**src/rtl/cntry_car_detector.sv**
```systemverilog
// rtl/cntry_car_detector.sv - debounced country-road car request (X) front end for sig_control
// Define CAR_COUNT_EN to build the saturating CAR_COUNT grant counter; otherwise CAR_COUNT is tied to 0.
module cntry_car_detector #(
   parameter int DEB_CYCLES = 3,
   parameter int CNT_W      = 4
) (
   input  logic             CLOCK,
   input  logic             CLEAR,
   input  logic             SENSOR,
   input  logic [1:0]       CNTRY_SIG,
   output logic             CAR_ON_CNTRY_RD,
   output logic             SERVED,
   output logic [CNT_W-1:0] CAR_COUNT
);
   localparam int            DW       = $clog2(DEB_CYCLES + 1);
   localparam logic [DW-1:0] DEB_LAST = DW'(DEB_CYCLES - 1);
   localparam logic [1:0]    GREEN    = 2'd2;

   typedef enum logic [1:0] {S_IDLE, S_DEB, S_REQ, S_SERVE} state_t;

   state_t        state, state_n;
   logic [DW-1:0] deb_cnt, deb_n;
   logic          served_n;
   logic          green;

   // Encoding 2'd3 is invalid and simply fails this compare.
   assign green = (CNTRY_SIG == GREEN);

   always_comb begin
      state_n  = state;
      deb_n    = deb_cnt;
      served_n = 1'b0;
      case (state)
         S_IDLE: begin
            deb_n = '0;
            if (SENSOR) begin
               if (DEB_CYCLES == 1) begin
                  state_n = S_REQ;
               end else begin
                  state_n = S_DEB;
                  deb_n   = DW'(1);
               end
            end
         end
         S_DEB: begin
            if (!SENSOR) begin
               state_n = S_IDLE;
               deb_n   = '0;
            end else if (deb_cnt == DEB_LAST) begin
               state_n = S_REQ;
               deb_n   = '0;
            end else begin
               deb_n = deb_cnt + DW'(1);
            end
         end
         S_REQ: begin
            deb_n = '0;
            if (green) begin
               state_n  = S_SERVE;
               served_n = 1'b1;
            end
         end
         S_SERVE: begin
            // Losing GREEN without a grant re-queues a waiting car instead of pulsing SERVED.
            if (!green) begin
               deb_n   = '0;
               state_n = SENSOR ? S_REQ : S_IDLE;
            end else if (SENSOR) begin
               deb_n = '0;
            end else if (deb_cnt == DEB_LAST) begin
               state_n = S_IDLE;
               deb_n   = '0;
            end else begin
               deb_n = deb_cnt + DW'(1);
            end
         end
         default: begin
            state_n = S_IDLE;
            deb_n   = '0;
         end
      endcase
   end

   always_ff @(posedge CLOCK or posedge CLEAR) begin
      if (CLEAR) begin
         state           <= S_IDLE;
         deb_cnt         <= '0;
         CAR_ON_CNTRY_RD <= 1'b0;
         SERVED          <= 1'b0;
      end else begin
         state           <= state_n;
         deb_cnt         <= deb_n;
         CAR_ON_CNTRY_RD <= (state_n == S_REQ) || (state_n == S_SERVE);
         SERVED          <= served_n;
      end
   end

`ifdef CAR_COUNT_EN
   logic [CNT_W-1:0] count;

   always_ff @(posedge CLOCK or posedge CLEAR) begin
      if (CLEAR) begin
         count <= '0;
      end else if (served_n && (count != {CNT_W{1'b1}})) begin
         count <= count + CNT_W'(1);
      end
   end

   assign CAR_COUNT = count;
`else
   assign CAR_COUNT = '0;
`endif

endmodule

```
**config.mk**
```make
export PLATFORM = sky130hd
export DESIGN_NAME = cntry_car_detector
export DESIGN_NICKNAME = d
export VERILOG_FILES = /design/src/rtl/cntry_car_detector.sv
export SDC_FILE = /design/constraint.sdc
export NUM_CORES = 1
export LEC_CHECK = 0
export CAP_MARGIN = 0
export CORE_AREA = 2 2 39 41
export CTS_BUF_LIST = sky130_fd_sc_hd__clkbuf_8
export CTS_CLUSTER_SIZE = 40
export DETAILED_ROUTE_END_ITERATION = 10
export DIE_AREA = 0 0 41 43
export GPL_ROUTABILITY_DRIVEN = 0
export PLACE_DENSITY = 0.45
export SETUP_SLACK_MARGIN = 0.4
export SYNTH_ARGS = -nofsm -noshare
export SYNTH_HDL_FRONTEND = slang
export SYNTH_SLANG_ARGS = --single-unit
```
**constraint.sdc**
```tcl
create_clock -name CLOCK -period 0.85 [get_ports CLOCK]
set_input_delay 0.255 -clock CLOCK [delete_from_list [all_inputs] [get_ports CLOCK]]
set_output_delay 0.255 -clock CLOCK [all_outputs]
set_load 0.01 [all_outputs]
```
==> metrics.cfg, run 1 <==
[die]
coreArea_sq_um=1380
start_util_pct=18.8
die_h_um=43
rows=14
die_area_sq_um=1760
top_level_ports=11
die_w_um=41

[logic_synthesis]
synth_ff_type=dfrtp_1
synthTopCellsByArea=dfrtp_1 (48%), buf_4 (12%), inv_1 (4.3%)
netlist_instances=26
yosysSeqAreaShare_pct=48.1
synthArstFlopShare_pct=100
post-synth-top-count-cell=dfrtp_1
synth_area_sq_um=260
yosysWarningCount=0
synth-seq-cells=5
synth.largest_area_cell=dfrtp_1
netlist.area_leader.share_pct=48.1
synth_edf_count=0
synth_common_cells=dfrtp_1 (5), buf_4 (4), inv_1 (3)
syn_avg_cell_area_sq_um=10.0
yosysUniqueCellTypes=16

[power_and_ir_drop]
p_sw_uw=260
leakage_nw=0.240
ir_drop_mv=0.958
p_clk_share_pct=44.4
swShare_pct=26.8
p_per_area_nw_per_um2=2130
combPwrFrac_pct=24.4
p_total_uw=971
power_frac_seq_pct=31.2
intPower_uw=710

[route]
routedWlPerCell_um=10.4
drt-total-wl_um=614
viasPerCell=4.08
drtAntennaViolNets=0
drt_first_pass_iters=4
num_vias=241
drt_iter0_markers=1
drc_errors=0

[global_routing]
grt_overflow=0
grt_max_degree=7
grt_pass1_wl_um=1080
grt_usage_pct=9.58
grt_pass1_vias=263
antenna_found_initial=0

[setup_path]
crit_buf_inv=1
cp_cell_sequence=buf_2
crit_family=flip-flops
end_kind=output port
cp_max_fo=2
cpMaxStageDelayCell=dfrtp_2
slowest_delay_ns=0.40
setup.worst_path.class=flop to output port
required_ns=0.59
cp.arrival_ns=0.76
cp-start-kind=flop

[sta]
finalCriticalPeriod_ns=1.01
rsz0062_at_grt=true
hold_violations=0
tns_ns=-0.888
setup_viol=7
drv_slew=0
fin_ws_ns=-0.165
post-route-period-util_pct=119
holdWs_ns=0.227
fin_skew_ns=0.00293
fmax_mhz=985

[finish]
final_cells=59
drive_gt1_share_pct=51.2
fin_util_pct=33.0
syn_to_final_growth_pct=75.5
stdcell_area_sq_um=457
num_antenna_cells=0
layout.nets=49

[place]
portBuffers=6
post-dp-hpwl_um=416
placedCellCount=51
post_dp_cell_area_sq_um=364
pre_cts_ws_ns=-0.451

[clock_tree]
cts_hold_buf=0
clock_path_buffers=2
htreeDepth=1
cts_buffers=3
tritoncts=built
clock_latency_ns=0.22
numClockSinks=5
clkTransAtPathRegs_ns=0.04
cts_root_buffer=clkbuf_8

[status]
status=finished, violations left
violations=setup timing

[run]
drv_cap=0

[worst_hold_path]
holdCritPathClass=input port to async pin

==> flip-flops by register name, summed over array words and instances (netlist names) <==
signal,flops
deb_cnt,2
CAR_ON_CNTRY_RD,1
state,1
SERVED,1
==> power groups by stage <==
stage / combinational, mW / sequential, mW / clock (mW)
after floorplan: 0.0893 / 0.316 / 0
after global placement: 0.195 / 0.297 / 0
after detailed placement: 0.201 / 0.298 / 0
after CTS: 0.214 / 0.300 / 0.445
after global routing: 0.260 / 0.308 / 0.470
final: 0.236 / 0.303 / 0.431
==> cell families (layout without fill, tap and decap cells) <==
| family | count (synthesis) | after routing | share of synthesized area, % |
|---|---|---|---|
| other cells | 1 | 4 | 1.44 |
| simple gates | 6 | 6 | 16.3 |
| mux | 1 | 1 | 3.85 |
| buf+inv | 7 | 21 | 15.9 |
| flops | 5 | 5 | 48.1 |
| compound gates | 6 | 6 | 14.4 |
==> per-layer routing <==
metal | vias to the layer above | track usage (%) | wire [um]
met5 | - | 0 | 0
met4 | 0 | 6.00 | 0
met3 | 0 | 4.71 | 48
met2 | 12 | 13.8 | 323
met1 | 115 | 10.7 | 242
li1 | 114 | - | -
==> worst paths after layout <==
| check | slack (ns) | start | cells after the start | to |
|---|---|---|---|---|
| max in group asynchronous | 0.48 | CLEAR | 2 | CAR_ON_CNTRY_RD$_DFF_PP0_ |
| min in group CLOCK | 0.41 | SENSOR | 2 | state[0]$_DFF_PP0_ |
| min | 0.23 | CLEAR | 2 | deb_cnt[0]$_DFF_PP0_ |
| min reg2reg | 0.53 | state[0]$_DFF_PP0_ | 1 | SERVED$_DFF_PP0_ |
| max reg2reg | -0.15 | CAR_ON_CNTRY_RD$_DFF_PP0_ | 4 | deb_cnt[1]$_DFF_PP0_ |
| max | -0.16 | CAR_ON_CNTRY_RD$_DFF_PP0_ | 1 | CAR_ON_CNTRY_RD |
==> final cells by class <==
class,count,area [sq um]
multi-input cells,17,134
flip-flops and latches,5,126
fillers,151,927
inverters,3,11.3
clock buffers,3,41.3
repair buffers,14,120
well taps,16,20.0
clock inverters,1,3.75
==> what timing repair did <==
item | CTS | global route
resized for setup | 16 | 4
cloned | 0 | 0
endpoints found under the setup margin | 8 | 7
pin swaps | 1 | 1
buffers inserted | 4 | 0
==> cell usage in the layout, fill, tap and decap left out <==
cell type | Yosys | routed
buf_4 | 4 | 6
dfrtp_1 | 5 | 4
conb_1 | 1 | 4
clkbuf_8 | 0 | 3
dlygate4sd2_1 | 0 | 3
buf_6 | 0 | 3
inv_2 | 0 | 2
inv_1 | 3 | 2
o21ai_0 | 2 | 2
dfrtp_2 | 0 | 1
nor2b_4 | 0 | 1
nand3b_4 | 0 | 1
a21oi_1 | 1 | 1
nand2_1 | 1 | 1
o221ai_2 | 0 | 1
mux2i_2 | 0 | 1
and4b_1 | 1 | 1
a31oi_1 | 1 | 1
a21o_1 | 1 | 1
and3_2 | 1 | 1
nor2_2 | 0 | 1
clkdlybuf4s50_1 | 0 | 1
buf_2 | 0 | 1
No activity file was read; power rests on OpenSTA's default activity.
==> run 2: changes to the inputs <==
--- a/config.mk
+++ b/config.mk
@@ -17,3 +17,4 @@
 export SYNTH_ARGS = -nofsm -noshare
 export SYNTH_HDL_FRONTEND = slang
 export SYNTH_SLANG_ARGS = --single-unit
+export TNS_END_PERCENT = 5
==> metrics.cfg, run 2 (synthesized netlist as in run 1, its figures left out) <==
[clock_tree]
clock_path_buffers=2
htreeDepth=1
cts_buffers=3
numClockSinks=5
clkTransAtPathRegs_ns=0.04
clock_latency_ns=0.22
cts_root_buffer=clkbuf_8
tritoncts=built
cts_hold_buf=0

[global_routing]
grt_pass1_wl_um=862
grt_max_degree=7
grt_overflow=0
grt_pass1_vias=224
grt_usage_pct=7.78
antenna_found_initial=0

[setup_path]
end_kind=flop
cp.arrival_ns=1.18
required_ns=1.00
ff2ff_setup_slack_ns=-0.17
cp-start-kind=flop
setup.worst_path.class=flop to flop
cp_max_fo=5
cpMaxStageDelayCell=dfrtp_2
cp_cell_sequence=buf_6, nand3b_4, mux2i_2, and4b_1
slowest_delay_ns=0.36
crit_family=flip-flops
crit_buf_inv=1

[route]
routedWlPerCell_um=9.55
drtAntennaViolNets=0
drc_errors=0
drt_iter0_markers=4
viasPerCell=3.89
drt-total-wl_um=535
drt_first_pass_iters=2
num_vias=218

[finish]
regArea_sq_um=126
multi_input_area_sq_um=120
drive_gt1_share_pct=42.5
num_antenna_cells=0
syn_to_final_growth_pct=57.7
fillers=148
layout.nets=46
top_register=deb_cnt
stdcell_area_sq_um=410
largest_reg_flops=2
mostFrequentLayoutCells=dfrtp_1 (4), conb_1 (4), buf_4 (4), clkbuf_8 (3), dlygate4sd2_1 (3)

[sta]
rsz0062_at_grt=true
fmax_mhz=977
post-route-period-util_pct=120
setup_viol=7
fin_ws_ns=-0.173
drv_slew=0
finalCriticalPeriod_ns=1.02
fin_skew_ns=0.00138
hold_violations=0

[run]
drv_cap=0

[die]
start_util_pct=18.8
coreArea_sq_um=1380
die_area_sq_um=1760
die_h_um=43
rows=14
die_w_um=41
top_level_ports=11

[status]
violations=setup timing
status=finished, violations left

[place]
post_dp_cell_area_sq_um=357
post-dp-hpwl_um=386
portBuffers=6

[power_and_ir_drop]
ir_drop_mv=0.933
p_per_area_nw_per_um2=2240
leakage_nw=0.223
p_total_uw=918

[worst_hold_path]
holdCritPathClass=input port to async pin

## run 2: cell count changes in the layout (fill, tap and decap cells not counted), sizes merged
cell,delta
buf,-3
## run 2: final cells by class
class,count,share of cell area [%]
clock inverters,1,0.915
multi-input cells,17,29.3
well taps,16,4.88
flip-flops and latches,5,30.8
inverters,3,2.74
repair buffers,11,21.3
clock buffers,3,10.1
## run 2: worst reg2reg max path, cell delays in order (launching register included)
cell	delay (ns)
dfrtp_2	0.36
buf_6	0.12
nand3b_4	0.09
mux2i_2	0.18
and4b_1	0.21
## run 2: timing repair
action,in CTS,in global routing
buffers inserted,2,0
setup endpoints to repair,7,12
pin swaps,1,1
gates resized for setup,14,1
## run 2: per-layer routing
layer  vias up  track usage [%]  wire length (um)
li1        109                -                 -
met1       101             7.87               213
met2         8             11.9               277
met5         -                0                 0
met4         0             8.00                 0
met3         0             1.57                44
## run 2: power by group
| group | switching [mW] | internal (mW) |
|---|---|---|
| clock | 0.116 | 0.309 |
| combinational | 0.0949 | 0.101 |
| sequential | 0.0252 | 0.272 |
| total | 0.236 | 0.683 |
## run 2: path summary, 6_finish.rpt
path | to | cells past startpoint | startpoint
setup / recovery | deb_cnt[1]$_DFF_PP0_ | 4 | CAR_ON_CNTRY_RD$_DFF_PP0_
hold / removal | deb_cnt[1]$_DFF_PP0_ | 2 | CLEAR
setup reg to reg | deb_cnt[1]$_DFF_PP0_ | 4 | CAR_ON_CNTRY_RD$_DFF_PP0_
hold reg to reg | SERVED$_DFF_PP0_ | 1 | state[0]$_DFF_PP0_
max in group asynchronous | CAR_ON_CNTRY_RD$_DFF_PP0_ | 2 | CLEAR
min in group CLOCK | state[0]$_DFF_PP0_ | 2 | SENSOR
## run 2: stage by stage
| step | setup WS [ns] | setup TNS (ns) | util [%] | hold WS, ns | instances |
|---|---|---|---|---|---|
| global placement | -0.406 | -2.09 | 25.8 | 0.479 | 50 |
| detailed placement | -0.440 | -2.19 | 25.8 | 0.473 | 50 |
| global route | -0.227 | -1.18 | 29.7 | 0.241 | 56 |
| CTS | -0.185 | -0.889 | 29.7 | 0.247 | 56 |
| floorplan | -0.0503 | -0.162 | - | 0.0335 | 29 |
| finish | -0.173 | -0.851 | 29.7 | 0.227 | 56 |
==> run 3: changes to the inputs <==
--- a/config.mk
+++ b/config.mk
@@ -14,6 +14,7 @@
 export GPL_ROUTABILITY_DRIVEN = 0
 export PLACE_DENSITY = 0.45
 export SETUP_SLACK_MARGIN = 0.4
+export SLEW_MARGIN = 10
 export SYNTH_ARGS = -nofsm -noshare
 export SYNTH_HDL_FRONTEND = slang
 export SYNTH_SLANG_ARGS = --single-unit
==> constraint.sdc (replaced) <==
create_clock -name CLOCK -period 0.9 [get_ports CLOCK]
set_input_delay 0.27 -clock CLOCK [delete_from_list [all_inputs] [get_ports CLOCK]]
set_output_delay 0.27 -clock CLOCK [all_outputs]
set_load 0.01 [all_outputs]
==> metrics.cfg, run 3 (synthesized netlist as in run 1, its figures left out) <==
[sta]
fin_ws_ns=-0.112
post-route-period-util_pct=112
finalCriticalPeriod_ns=1.01
fin_skew_ns=0.000531
drv_slew=0
rsz0062_at_grt=true
setup_viol=6
fmax_mhz=989
hold_violations=0

[die]
die_area_sq_um=1760
start_util_pct=18.8
die_h_um=43
top_level_ports=11
coreArea_sq_um=1380
die_w_um=41
rows=14

[setup_path]
cp_max_fo=2
crit_family=flip-flops
cpMaxStageDelayCell=dfrtp_2
slowest_delay_ns=0.40
required_ns=0.63
setup.worst_path.class=flop to output port
cp_cell_sequence=buf_6
cp.depth=1
cp.arrival_ns=0.74
end_kind=output port
crit_buf_inv=1
rr_worst_depth=4
cp-start-kind=flop

[clock_tree]
cts_buffers=3
clkTransAtPathRegs_ns=0.03
cts_hold_buf=0
tritoncts=built
cts_root_buffer=clkbuf_8
htreeDepth=1
clock_path_buffers=2
numClockSinks=5
clock_latency_ns=0.22

[global_routing]
grt_pass1_wl_um=759
grt_pass1_vias=194
grt_max_degree=7
antenna_found_initial=0
grt_overflow=0
grt_usage_pct=6.96

[power_and_ir_drop]
ir_drop_mv=1.24
p_per_area_nw_per_um2=2110
p_total_uw=854
leakage_nw=0.223

[finish]
multi_input_area_sq_um=116
syn_to_final_growth_pct=55.8
regArea_sq_um=126
layout.nets=45
num_antenna_cells=0
drive_gt1_share_pct=38.5
final_cells=55
mostFrequentLayoutCells=dfrtp_1 (4), conb_1 (4), clkbuf_8 (3), dlygate4sd2_1 (3), buf_4 (3)
largest_reg_flops=2
stdcell_area_sq_um=405
fillers=145
top_register=deb_cnt

[route]
drt-total-wl_um=428
drc_errors=0
drtAntennaViolNets=0
num_vias=208
viasPerCell=3.78
drt_iter0_markers=3
routedWlPerCell_um=7.78
drt_first_pass_iters=2

[status]
violations=setup timing
status=finished, violations left

[place]
pre_cts_ws_ns=-0.405
portBuffers=6
placedCellCount=51
post_dp_cell_area_sq_um=364

[run]
drv_cap=0

[worst_hold_path]
holdCritPathClass=input port to async pin

==> run 3: layout make-up <==
type                    count  area share [%]
clock buffers               3            10.2
clock inverters             1           0.926
inverters                   3            2.78
multi-input cells          17            28.7
flip-flops and latches      5            31.2
well taps                  16            4.94
repair buffers             10            21.3
==> run 3: power by group <==
| part | switching (mW) | internal [mW] |
|---|---|---|
| combinational | 0.0825 | 0.100 |
| sequential | 0.0245 | 0.257 |
| clock | 0.0984 | 0.291 |
| total | 0.205 | 0.649 |
==> run 3: worst paths after layout <==
path | start | end | slack, ns
max | CAR_ON_CNTRY_RD$_DFF_PP0_ | CAR_ON_CNTRY_RD | -0.11
min | CLEAR | SERVED$_DFF_PP0_ | 0.24
max reg2reg | CAR_ON_CNTRY_RD$_DFF_PP0_ | deb_cnt[1]$_DFF_PP0_ | -0.09
min reg2reg | state[0]$_DFF_PP0_ | SERVED$_DFF_PP0_ | 0.50
max in group asynchronous | CLEAR | CAR_ON_CNTRY_RD$_DFF_PP0_ | 0.52
min in group CLOCK | SENSOR | state[0]$_DFF_PP0_ | 0.42
==> run 3: metal layers <==
| metal | track usage (%) | up-vias | wire length, um |
|---|---|---|---|
| met5 | 0 | - | 0 |
| li1 | - | 109 | - |
| met1 | 8.79 | 89 | 196 |
| met2 | 7.50 | 10 | 176 |
| met4 | 4.00 | 0 | 0 |
| met3 | 6.28 | 0 | 55 |
==> run 3: metrics by stage <==
step | util (%) | setup TNS (ns) | hold slack, ns
after global routing | 29.3 | -0.705 | 0.271
after CTS | 29.3 | -0.527 | 0.259
after floorplan | - | -0.000253 | 0.0485
after global placement | 26.3 | -2.09 | 0.489
final | 29.3 | -0.442 | 0.242
after detailed placement | 26.3 | -2.13 | 0.491
==> run 3: what timing repair did <==
item	CTS	global route
pin swaps	1	1
gates resized for setup	14	1
endpoints found under the setup margin	7	8
hold endpoints to repair	0	0
buffers inserted	0	0
